File: src/rtl/ric_pkg.sv
// Shared definitions for the response input conditioner.
// Holds the FSM state encoding and the default parameter values.
package ric_pkg;

    typedef enum logic [1:0] {
        IDLE    = 2'd0,
        PRESSED = 2'd1,
        STUCK   = 2'd2
    } ric_state_e;

    localparam int DEBOUNCE_CYCLES_DEF = 4;
    localparam int STUCK_CYCLES_DEF    = 200;
    localparam int RT_WIDTH_DEF        = 8;

endpackage

File: src/rtl/ric_debounce.sv
// Two-flop synchronizer followed by a consecutive-sample debounce counter.
// btn_stable changes only after DEBOUNCE_CYCLES differing synchronized samples.
module ric_debounce
    import ric_pkg::*;
#(
    parameter int DEBOUNCE_CYCLES = DEBOUNCE_CYCLES_DEF
) (
    input  logic clock,
    input  logic reset,
    input  logic btn_raw,
    output logic btn_stable
);

    localparam logic [7:0] CNT_LAST = 8'(DEBOUNCE_CYCLES - 1);

    logic       sync1_q;
    logic       sync2_q;
    logic [7:0] cnt_q;
    logic [7:0] cnt_d;
    logic       stable_q;
    logic       stable_d;

    // Any sample matching the accepted level restarts the count.
    always_comb begin
        cnt_d    = '0;
        stable_d = stable_q;
        if (sync2_q != stable_q) begin
            if (cnt_q == CNT_LAST) begin
                stable_d = sync2_q;
            end else begin
                cnt_d = cnt_q + 8'd1;
            end
        end
    end

    always_ff @(posedge clock or negedge reset) begin
        if (!reset) begin
            sync1_q  <= 1'b0;
            sync2_q  <= 1'b0;
            cnt_q    <= '0;
            stable_q <= 1'b0;
        end else begin
            sync1_q  <= btn_raw;
            sync2_q  <= sync1_q;
            cnt_q    <= cnt_d;
            stable_q <= stable_d;
        end
    end

    assign btn_stable = stable_q;

endmodule

File: src/rtl/response_input_conditioner.sv
// Response push-button front end: debounce, press FSM with stuck detection, reaction timer.
// Optional best-time tracking is enabled with RESPONSE_RT_BEST_EN.
module response_input_conditioner
    import ric_pkg::*;
#(
    parameter int DEBOUNCE_CYCLES = DEBOUNCE_CYCLES_DEF,
    parameter int STUCK_CYCLES    = STUCK_CYCLES_DEF,
    parameter int RT_WIDTH        = RT_WIDTH_DEF
) (
    input  logic                clock,
    input  logic                reset,
    input  logic                btn_raw,
    input  logic                prompt_active,
    output logic                btn_level,
    output logic                press_pulse,
    output logic                stuck_alarm,
    output logic [RT_WIDTH-1:0] reaction_time,
    output logic                rt_valid,
    output logic [RT_WIDTH-1:0] rt_best,
    output ric_state_e          fsm_state
);

    localparam int                HOLD_W    = $clog2(STUCK_CYCLES + 1);
    localparam logic [HOLD_W-1:0] HOLD_LAST = HOLD_W'(STUCK_CYCLES - 1);

    logic                btn_stable;
    ric_state_e          state_q;
    logic                btn_level_q;
    logic                press_pulse_q;
    logic                stuck_alarm_q;
    logic [HOLD_W-1:0]   hold_q;
    logic [RT_WIDTH-1:0] rt_cnt_q;
    logic [RT_WIDTH-1:0] rt_cnt_d;
    logic [RT_WIDTH-1:0] reaction_time_q;
    logic                rt_valid_q;
    logic                capture;

    ric_debounce #(
        .DEBOUNCE_CYCLES(DEBOUNCE_CYCLES)
    ) u_debounce (
        .clock     (clock),
        .reset     (reset),
        .btn_raw   (btn_raw),
        .btn_stable(btn_stable)
    );

    always_ff @(posedge clock or negedge reset) begin
        if (!reset) begin
            state_q       <= IDLE;
            btn_level_q   <= 1'b0;
            press_pulse_q <= 1'b0;
            stuck_alarm_q <= 1'b0;
            hold_q        <= '0;
        end else begin
            press_pulse_q <= 1'b0;
            case (state_q)
                IDLE: begin
                    if (btn_stable) begin
                        state_q       <= PRESSED;
                        btn_level_q   <= 1'b1;
                        press_pulse_q <= 1'b1;
                        hold_q        <= '0;
                    end
                end
                PRESSED: begin
                    if (!btn_stable) begin
                        state_q     <= IDLE;
                        btn_level_q <= 1'b0;
                    end else begin
                        hold_q <= hold_q + 1'b1;
                        if (hold_q == HOLD_LAST) begin
                            state_q       <= STUCK;
                            btn_level_q   <= 1'b0;
                            stuck_alarm_q <= 1'b1;
                        end
                    end
                end
                STUCK: begin
                    // A jammed switch only recovers through a debounced release.
                    if (!btn_stable) begin
                        state_q       <= IDLE;
                        stuck_alarm_q <= 1'b0;
                    end
                end
                default: begin
                    state_q       <= IDLE;
                    btn_level_q   <= 1'b0;
                    stuck_alarm_q <= 1'b0;
                end
            endcase
        end
    end

    assign capture = (state_q == IDLE) && btn_stable && prompt_active;

    always_comb begin
        rt_cnt_d = rt_cnt_q;
        if (!prompt_active) begin
            rt_cnt_d = '0;
        end else if ((state_q == IDLE) && (rt_cnt_q != {RT_WIDTH{1'b1}})) begin
            rt_cnt_d = rt_cnt_q + 1'b1;
        end
    end

    always_ff @(posedge clock or negedge reset) begin
        if (!reset) begin
            rt_cnt_q        <= '0;
            reaction_time_q <= '0;
            rt_valid_q      <= 1'b0;
        end else begin
            rt_cnt_q   <= rt_cnt_d;
            rt_valid_q <= capture;
            if (capture) begin
                reaction_time_q <= rt_cnt_q;
            end
        end
    end

`ifdef RESPONSE_RT_BEST_EN
    logic [RT_WIDTH-1:0] rt_best_q;

    always_ff @(posedge clock or negedge reset) begin
        if (!reset) begin
            rt_best_q <= '1;
        end else if (rt_valid_q && (reaction_time_q < rt_best_q)) begin
            rt_best_q <= reaction_time_q;
        end
    end

    assign rt_best = rt_best_q;
`else
    assign rt_best = '1;
`endif

    assign btn_level     = btn_level_q;
    assign press_pulse   = press_pulse_q;
    assign stuck_alarm   = stuck_alarm_q;
    assign reaction_time = reaction_time_q;
    assign rt_valid      = rt_valid_q;
    assign fsm_state     = state_q;

endmodule
File: config.mk
export PLATFORM = sky130hd
export DESIGN_NAME = response_input_conditioner
export DESIGN_NICKNAME = d
export VERILOG_FILES = /design/src/rtl/ric_pkg.sv /design/src/rtl/ric_debounce.sv /design/src/rtl/response_input_conditioner.sv
export SDC_FILE = /design/constraint.sdc
export NUM_CORES = 1
export LEC_CHECK = 0
export CAP_MARGIN = 20
export CORE_MARGIN = 2
export CORE_UTILIZATION = 54
export CTS_CLUSTER_SIZE = 24
export DETAILED_ROUTE_END_ITERATION = 8
export GPL_ROUTABILITY_DRIVEN = 0
export PLACE_DENSITY = 0.79
export SYNTH_ARGS = -nofsm -noshare
export SYNTH_HDL_FRONTEND = slang
export SYNTH_SLANG_ARGS = --single-unit
export TNS_END_PERCENT = 30
File: constraint.sdc
create_clock -name clock -period 2.2 [get_ports clock]
set_clock_uncertainty 0.15 [all_clocks]
set_input_delay 0.22 -clock clock [delete_from_list [all_inputs] [get_ports clock]]
set_output_delay 0.22 -clock clock [all_outputs]
set_load 0.05 [all_outputs]
# Word level (Yosys, flattened, before mapping)

Index checks and enable logic that the tools add are counted.

Register bits after elaboration: 41
Latch bits: 0
RAM bits: 0
Memory bits (read-only): 0
Bits of input ports: 4
Output and inout bits: 22
Word-level logic and storage cells: 61
Memories kept: 0

Add/sub/neg operators: 3
Multipliers: 0
Div/mod/pow operators: 0
$lt $le $gt $ge: 0
Eq/ne operators: 12
Shift-type cells: 0
Muxes and demuxes: 22
Bitwise gates (word level): 2
Reductions and logical operators: 10

Operators by type and width:

| cell                                                                  | count |
|---|---|
| 8-bit two-way mux                                                     | 6 |
| 8-bit by 1-bit adder with 8-bit output, second input constant         | 3 |
| 8-bit one-hot mux with 2 select lines                                 | 1 |
| 3-bit AND reduction                                                   | 3 |
| 8-bit by 2-bit equality test with 1-bit output, second input constant | 1 |
| 8-bit equality test, second input constant                            | 1 |
| 1-bit two-way mux                                                     | 8 |
| 2-bit two-way mux                                                     | 4 |
| 8-bit != test, second input constant                                  | 1 |
| 2-bit by 1-bit != test with 1-bit output, second input constant       | 3 |
| 1-bit one-hot mux with 3 select lines                                 | 2 |
| 2-bit one-hot mux with 3 select lines                                 | 1 |
| 2-bit != test, second input constant                                  | 2 |
| 4-bit AND reduction                                                   | 1 |
| 1-bit logical AND                                                     | 3 |
| 3-bit != test, second input constant                                  | 1 |
| 2-bit by 1-bit equality test with 1-bit output, second input constant | 1 |
| 2-bit equality test, second input constant                            | 1 |
| 2-bit zero test                                                       | 1 |
| 1-bit NOT                                                             | 2 |
| 2-bit AND reduction                                                   | 1 |
| 2-bit nonzero test                                                    | 1 |
| 1-bit != test                                                         | 1 |

# Depth between registers and ports, before layout

Gate-level depths: netlist of the first run.

Depth in word-level cells: 4
Depth in mapped cells: 5
Gate-level depth less buffers: 5

# By module

Synthesis of the first run repeated with hierarchy kept, for this count alone.

Cell total of the unflattened synthesis: 181
Area total of the unflattened synthesis: 1,963.1 µm²

Modules (own cells, without submodules):

| module                     | times used | cells each | area an instance (µm²) | sequential area each (µm²) |
|---|---|---|---|---|
| response_input_conditioner | 1          | 137        | 1,470.2                | 750.7 |
| ric_debounce               | 1          | 44         | 493.0                  | 275.3 |

# Least setup slack after synthesis of the first run

Ideal clock, no wire load.

Path type: reg-to-reg
Start point: register state_q[1], in the netlist fsm_state[1]
End point: register reaction_time_q[0], in the netlist reaction_time[0]
Library setup time: 125 ps
Data arrival time: 1,615 ps
Required time: 1,925 ps
Slack: 310 ps
Cell stages (with the launch flop): 5
Path buffers: 1
Clock period less this slack: 1,890 ps
Cell sequence: dfrtp_1 -> nand2b_1 -> buf_6 -> nor3_4 -> mux2_2

Word-level cells in the longest chain between the ends: 3

Ends and longest elaborated chain:

| element                         | line                              | text |
|---|---|---|
| start: declaration              | response_input_conditioner.sv:27  | `ric_state_e state_q;` |
| start signal: assignment        | response_input_conditioner.sv:49  | `state_q <= IDLE;` |
| start signal: assignment        | response_input_conditioner.sv:59  | `state_q <= PRESSED;` |
| start signal: assignment        | response_input_conditioner.sv:67  | `state_q <= IDLE;` |
| 2-bit zero test                 | response_input_conditioner.sv:94  | `assign capture = (state_q == IDLE) && btn_stable && prompt_active;` |
| 1-bit logical AND (2 in series) | response_input_conditioner.sv:94  |  |
| named net capture               | response_input_conditioner.sv:36  | `logic capture;` |
| end signal: assignment          | response_input_conditioner.sv:114 | `reaction_time_q <= rt_cnt_q;` |
| end: declaration                | response_input_conditioner.sv:34  | `logic [RT_WIDTH-1:0] reaction_time_q;` |

The timed path passes the listed nets, and every way through them passes these cells.
A chain may end at the register's enable or synchronous reset.

# Worst setup path after layout of the first run

Start point: register state_q[1], in the netlist fsm_state[1]
End point: output fsm_state[1]

RTL lines:

| element          | line                             | text |
|---|---|---|
| end: declaration | response_input_conditioner.sv:20 | `output ric_state_e fsm_state` |

No word-level cell between the ends.

==> results.md, run 1 <==
* Status: finished clean
* Most frequent cells after synthesis: 41 x dfrtp_1, 15 x nor2_1, 13 x nand2_1, 13 x nand3_1
* Die W at about 63 um
* TritonRoute pass-1 iters at 4
* Final setup vio count at 0
* Die area at 4010 um2
* Share of cells above drive strength 1 at 13.71%
* CP Capture Type: primary output
* Post-synth top flop: dfrtp_1
* Cell Area, Synth at between 1500 and 2000 um2
* Vias/cell at 5.634
* Clock share of power at 17.4%
* Final Cycle Share at 94.56%
* Max-Cap Viols at 0
* Avg Cell Area, Syn at 11.05 um2
* Worst-margin pin slew at about 0.88 ns
* Fillers at 279
* Total track usage at 19.81%
* WL final at 3.411 mm
* Synth Area in XOR/XNOR at under 10%
* Crit path DAT at 1.71 ns
* Post-route ant nets at 0
* Worst path cell trace: clkdlybuf4s50_1
* Startpoint types: flip-flop
* Post-synth ARST share at 100.0%
* Combinational Power Share at 35.2%
* Sequential fraction of the synthesis area at 53.98%
* Int Power at 1.246 mW
* Synthesized flop and latch total at 41
* Main combinational cell family by area after synthesis: simple AND/OR/NAND/NOR gates
* HPWL Detailed at 2.391 mm
* Power Total at 2.140 mW
* CTS clk-pin slew, worst paths at around 0.11 ns
* Max IR drop VDD at 0.6246 mV
* Post-synthesis simple-gate area fraction at 16.98%
* Yosys warning total at 0
* Clk_lat worst skew at 0.37 ns
* WS Path Type: flip-flop to primary output
* Initial antenna violation count at 0
* Leak pwr at 0.9969 nW
* Most instantiated library cell after synthesis: dfrtp_1
* GR peak layer: met2
* Maximum clock path buffer count at 2
* Vias in the first global route at 1305
* RSZ-0062 raised after global routing: no
* EDFF count, synth at 0
* First-pass GRT wire length at 6.113 mm
* CP top delay family: buffers and inverters
* Pwr dens at 993.1 nW/um2
* Ant. Diodes at 0
* CTS Root Cell: clkbuf_4
* Yosys top cell area share at 53.98%
* Yosys cell types at 42
* Met1 layer usage reported by global route at 26.11%
* Syn-to-layout area delta at 13.36%
* Net Switching at 0.8937 mW
* Critical Path Fanout Max at 8
* Worst Hold Class: input port to flip-flop
* Grt ovf at 0
* Post-Synth Adder-Cell Area at 2.633%
* GR Util met2 at 30.66%
* Ranking of synthesized cells by area: dfrtp_1 54%, mux2_2 5.3%, xor2_1 4.6%
* Global routing usage on met3 at 5.893%
* Nets@finish at 204
* DR vias at 1369
* Sequential share of power at 47.4%
* Setup total negative slack at 0 ns
* CP max-delay cell: clkdlybuf4s50_1
* Initial Util at around 57%
* Post-synthesis mux area share at 6.386%
* Cts bufs inserted at 5
* Slew Limit Headroom at between 40% and 50%
* Cts repair resizes at 0
* Compound-cell area share of the yosys netlist at 10.14%
* Largest net degree at the start of global routing at 42
* Port Buffers at 17
* Buffer and inverter count on the worst path at 1
* Clk sinks at 41
* Iter 0 DRT Violations at between 100 and 150
* Core area at 3363 um2
* Max Slew Vio Count at 0
* Residual DRC count at 0
* Tmin final at 2.080 ns
* Die H at 63.33 um
* # IOs at 26
* Rows at 21
* Worst path required time at 1.83 ns
* Fmax at 480.7 MHz
* Post-synth top area cell: dfrtp_1
* Htree depth at 2
* Routed wire per std cell at 14.04 um
* Sw frac at 41.77%
* Final hold violation count at 0
* Slowest stage delay, CP at 0.86 ns
* CTS tree: built
* Mapped Cells at 172
final cells by class:
class / count / area (um2) / area share, %
Clock buffer: 5 / 37.54 / 1.742
Clock inverter: 3 / 17.52 / 0.8130
Inverter: 2 / 7.507 / 0.3484
Multi-Input combinational cell: 125 / 813.3 / 37.75
Sequential cell: 41 / 1026 / 47.62
Tap cell: 46 / 57.56 / 2.671
Timing Repair Buffer: 21 / 195.2 / 9.059
state kept, by name, indices dropped and copies added (netlist names), 2 cells and up:
signal,count
hold_q,8
fsm_state,2
u_debounce.cnt_q,8
reaction_time,8
rt_cnt_q,8
cells in the final DEF (no fill, tap or decap), types with 8 or more instances in the layout:
cell type,n
clkdlybuf4s50_1,15
conb_1,8
dfrtp_1,41
mux2_2,9
nand2_1,13
nand3_1,13
nor2_1,15
o21ai_0,10
xor2_1,10
worst paths after layout:
check / startpoint / to / slack, ns / depth (start not counted)
max in group asynchronous: reset / u_debounce.cnt_q[7] / 1.00 / 2
worst min register to register: u_debounce.sync1_q / u_debounce.sync2_q / 0.21 / 0
worst max-delay path: fsm_state[1] / fsm_state[1] / 0.12 / 1
worst min-delay path: btn_raw / u_debounce.sync1_q / 0.15 / 1
worst max register to register: rt_cnt_q[0] / rt_cnt_q[5] / 0.30 / 5
min in group asynchronous: reset / rt_cnt_q[7] / 0.35 / 2
metal layers:
| layer | vias to the layer above | routed length (um) |
|---|---|---|
| met5 | - | 0 |
| met4 | 0 | 69 |
| met3 | 6 | 167 |
| met2 | 39 | 1637 |
| met1 | 672 | 1535 |
| li1 | 652 | - |
power by group through the flow:
stage / clock [mW] / sequential [mW] / combinational, mW
2_1_floorplan: 0 / 1.15 / 0.421
3_3_place_gp: 0 / 1.02 / 0.726
3_5_place_dp: 0 / 1.03 / 0.753
4_1_cts: 0.380 / 1.01 / 0.756
5_1_grt: 0.416 / 1.04 / 0.824
6_report: 0.373 / 1.01 / 0.753
timing repair:
action / 4_1_cts / 5_1_grt
hold buffers: 1 / 0
hold endpoints to repair: 41 / 0
setup buffers: 0 / 0
kinds of logic after synthesis:
group | Yosys count
multiplexers | 11
XOR/XNOR | 11
AND/OR/NAND/NOR | 61
AO/OA/AOI/OAI | 30
flip-flops | 41
other | 1
buffers and inverters | 13
adder cells (fa/ha/maj) | 4
through the flow:
step | hold slack, ns | setup WS, ns | cells | area, um2 | util (%)
3_5_place_dp | 0.1871 | 0.2719 | 234 | 2090 | 62.13
5_1_grt | 0.1241 | 0.02991 | 243 | 2155 | 64.06
2_1_floorplan | -0.2256 | 0.3101 | 179 | 1927 | -
6_report | 0.1452 | 0.1196 | 243 | 2155 | 64.06
3_3_place_gp | 0.1891 | 0.3690 | 234 | 2090 | 62.13
4_1_cts | 0.1381 | 0.1140 | 243 | 2155 | 64.06
Note: power is estimated with default switching activity, not from simulation.
==> run 2, diff against run 1 <==
- PLACE_DENSITY: 0.79 -> 0.91
==> run 2 against run 1 <==
Net effect: register-to-register slack hardly changed; via count is 0.44% lower; power is 8.7% higher; first-iteration DRC count is 45% lower; critical path depth stayed put; die area stayed put; sequential power hardly changed.
==> results.md, run 2 (synthesized netlist as in run 1, its figures left out) <==
* Htree depth at 2 (unchanged)
* Cts repair resizes at 0 (unchanged)
* Crit path from: fsm_state[1] (unchanged)
* Fmax at 483.0 MHz (was 480.7 MHz)
* Int Power at 1.426 mW (was 1.246 mW)
* Nets@finish at 207 (was 204)
* CTS tree: built (unchanged)
* Initial antenna violation count at 0 (unchanged)
* Fin util at 65.70% (was 64.06%)
* Rows at 21 (unchanged)
* Syn-to-layout area delta at 16.26% (was 13.36%)
* DR vias at 1363 (was 1369)
* Slowest stage delay, CP at 0.86 ns (about the same)
* Max-Cap Viols at 0 (unchanged)
* Grt ovf at 0 (unchanged)
* CTS clk-pin slew, worst paths at 0.12 ns (was 0.11 ns)
* CP top delay family: buffers and inverters (unchanged)
* Reg-to-reg startpoint: hold_q[0] (was rt_cnt_q[0])
* CP endpoint: fsm_state[1] (unchanged)
* R2R setup slack at 0.30 ns (about the same)
* Reg2reg path depth at 5 (unchanged)
* Ant. Diodes at 0 (unchanged)
* Startpoint types: flip-flop (unchanged)
* Cts bufs inserted at 5 (unchanged)
* Max Slew Vio Count at 0 (unchanged)
* Die area at 4010 um2 (unchanged)
* Pwr dens at 1052 nW/um2 (was 993.1 nW/um2)
* Final hold violation count at 0 (unchanged)
* # IOs at 26 (unchanged)
* WS Path Type: flip-flop to primary output (unchanged)
* Cell count along the critical path at 1 (unchanged)
* Max IR drop VDD at 0.6694 mV (was 0.6246 mV)
* Die H at 63.33 um (unchanged)
* Net Switching at 0.8987 mW (was 0.8937 mW)
* Worst path cell trace: clkdlybuf4s50_1 (unchanged)
* Die W at 63.33 um (unchanged)
* Worst path required time at 1.83 ns (about the same)
* CP max-delay cell: clkdlybuf4s50_1 (unchanged)
* Port Buffers at 17 (unchanged)
* Fillers at 280 (was 279)
* Critical Path Fanout Max at 8 (unchanged)
* Routed wire per std cell at 14.56 um (was 14.04 um)
* Maximum clock path buffer count at 2 (unchanged)
* WL final at 3.581 mm (was 3.411 mm)
* Status: finished clean (unchanged)
* Share of cells above drive strength 1 at 14.00% (was 13.71%)
* Worst hold path depth at 1 (unchanged)
* Most frequent cells in the layout: 41 x dfrtp_1, 16 x clkdlybuf4s50_1, 15 x nor2_1 (was 41 x dfrtp_1, 15 x nor2_1, 15 x clkdlybuf4s50_1)
* Power Total at 2.325 mW (was 2.140 mW)
* Residual DRC count at 0 (unchanged)
* RSZ-0062 raised after global routing: no (unchanged)
* Iter 0 DRT Violations at 58 (was 105)
* Sw frac at 38.65% (was 41.77%)
* Initial Util at 56.51% (unchanged)
* Combinational Power Share at 35.4% (was 35.2%)
* HPWL Detailed at 2.440 mm (was 2.391 mm)
* Core area at 3363 um2 (unchanged)
* Clock share of power at 22.0% (was 17.4%)
* Leak pwr at 1.024 nW (was 0.9969 nW)
* TritonRoute pass-1 iters at 4 (unchanged)
* CP Capture Type: primary output (unchanged)
* Crit path DAT at 1.70 ns (was 1.71 ns)
* Vias in the first global route at 1381 (was 1305)
* Vias/cell at 5.541 (was 5.634)
* Clk_lat worst skew at 0.35 ns (was 0.37 ns)
* Largest net degree at the start of global routing at 23 (was 42)
* Crit Reg-Reg Endpoint: fsm_state[1] (was rt_cnt_q[5])
* Worst-margin pin slew at 0.6929 ns (was 0.8763 ns)
* Setup total negative slack at 0 ns (unchanged)
* Multi-input logic area at 813.3 um2 (unchanged)
* Buffer and inverter count on the worst path at 1 (unchanged)
* Total track usage at 20.36% (was 19.81%)
* Sequential share of power at 42.6% (was 47.4%)
* Final Cycle Share at 94.12% (was 94.56%)
* Worst Hold Class: input port to flip-flop (unchanged)
* Slew Limit Headroom at 53.38% (was 41.58%)
* Commonest non-fill, non-tap cell in the layout: dfrtp_1 (unchanged)
* Post-route ant nets at 0 (unchanged)
* Reg area at 1026 um2 (unchanged)
* Final setup vio count at 0 (unchanged)
* First-pass GRT wire length at 6.251 mm (was 6.113 mm)
* Tmin final at 2.071 ns (was 2.080 ns)
* Clk sinks at 41 (unchanged)
* CTS Root Cell: clkbuf_4 (unchanged)
==> run 2: through the flow <==
step                area (um2)  worst slack (ns)  cells  hold WS [ns]
finish                    2210            0.1294    246        0.1575
global route              2210           0.03826    246        0.1269
CTS                       2210            0.1170    246        0.1456
detailed placement        2115            0.2491    237       0.05136
global placement          2115            0.3694    237       0.05288
floorplan                 1927            0.3101    179       -0.2256
==> run 2: cell type report <==
type	instances	area share, %
clock buffer	7	2.492
clock inverter	1	1.359
inverter	2	0.3398
multi-input combinational	125	36.81
sequential	41	46.43
tap	46	2.605
timing repair buffer	24	9.966
==> run 2: metal layers <==
metal	up-vias	share of wire, %	global-route usage, %
met4	0	1.7	8.424
met3	8	6.3	6.607
li1	650	-	-
met2	50	47	29.74
met1	655	45	28.04
met5	-	0	0
==> run 2: timing repair <==
item,4_1_cts,5_1_grt
setup buffers,0,0
hold endpoints to repair,20,0
hold buffers,1,0
==> run 2: how the worst min path moves through the flow <==
stage / start / end / slack (ns)
finish: btn_raw / u_debounce.sync1_q / 0.16
global route: btn_raw / u_debounce.sync1_q / 0.13
CTS: btn_raw / u_debounce.sync1_q / 0.15
detailed placement: reset / u_debounce.cnt_q[7] / 0.05
global placement: reset / u_debounce.cnt_q[5] / 0.05
floorplan: reset / btn_level / -0.23
==> run 2: power by group through the flow <==
stage               sequential, mW  combinational (mW)  clock [mW]
global route                  1.01               0.897       0.556
floorplan                     1.15               0.421           0
finish                       0.990               0.824       0.511
detailed placement            1.00               0.811           0
CTS                          0.989               0.824       0.521
global placement             0.994               0.794           0
==> run 3, diff against run 2 <==
- ABC_CLOCK_PERIOD_IN_PS: not set -> 2200
==> results of run 3 <==
No change in the layout: final DEF, timing and power equal those of run 2.
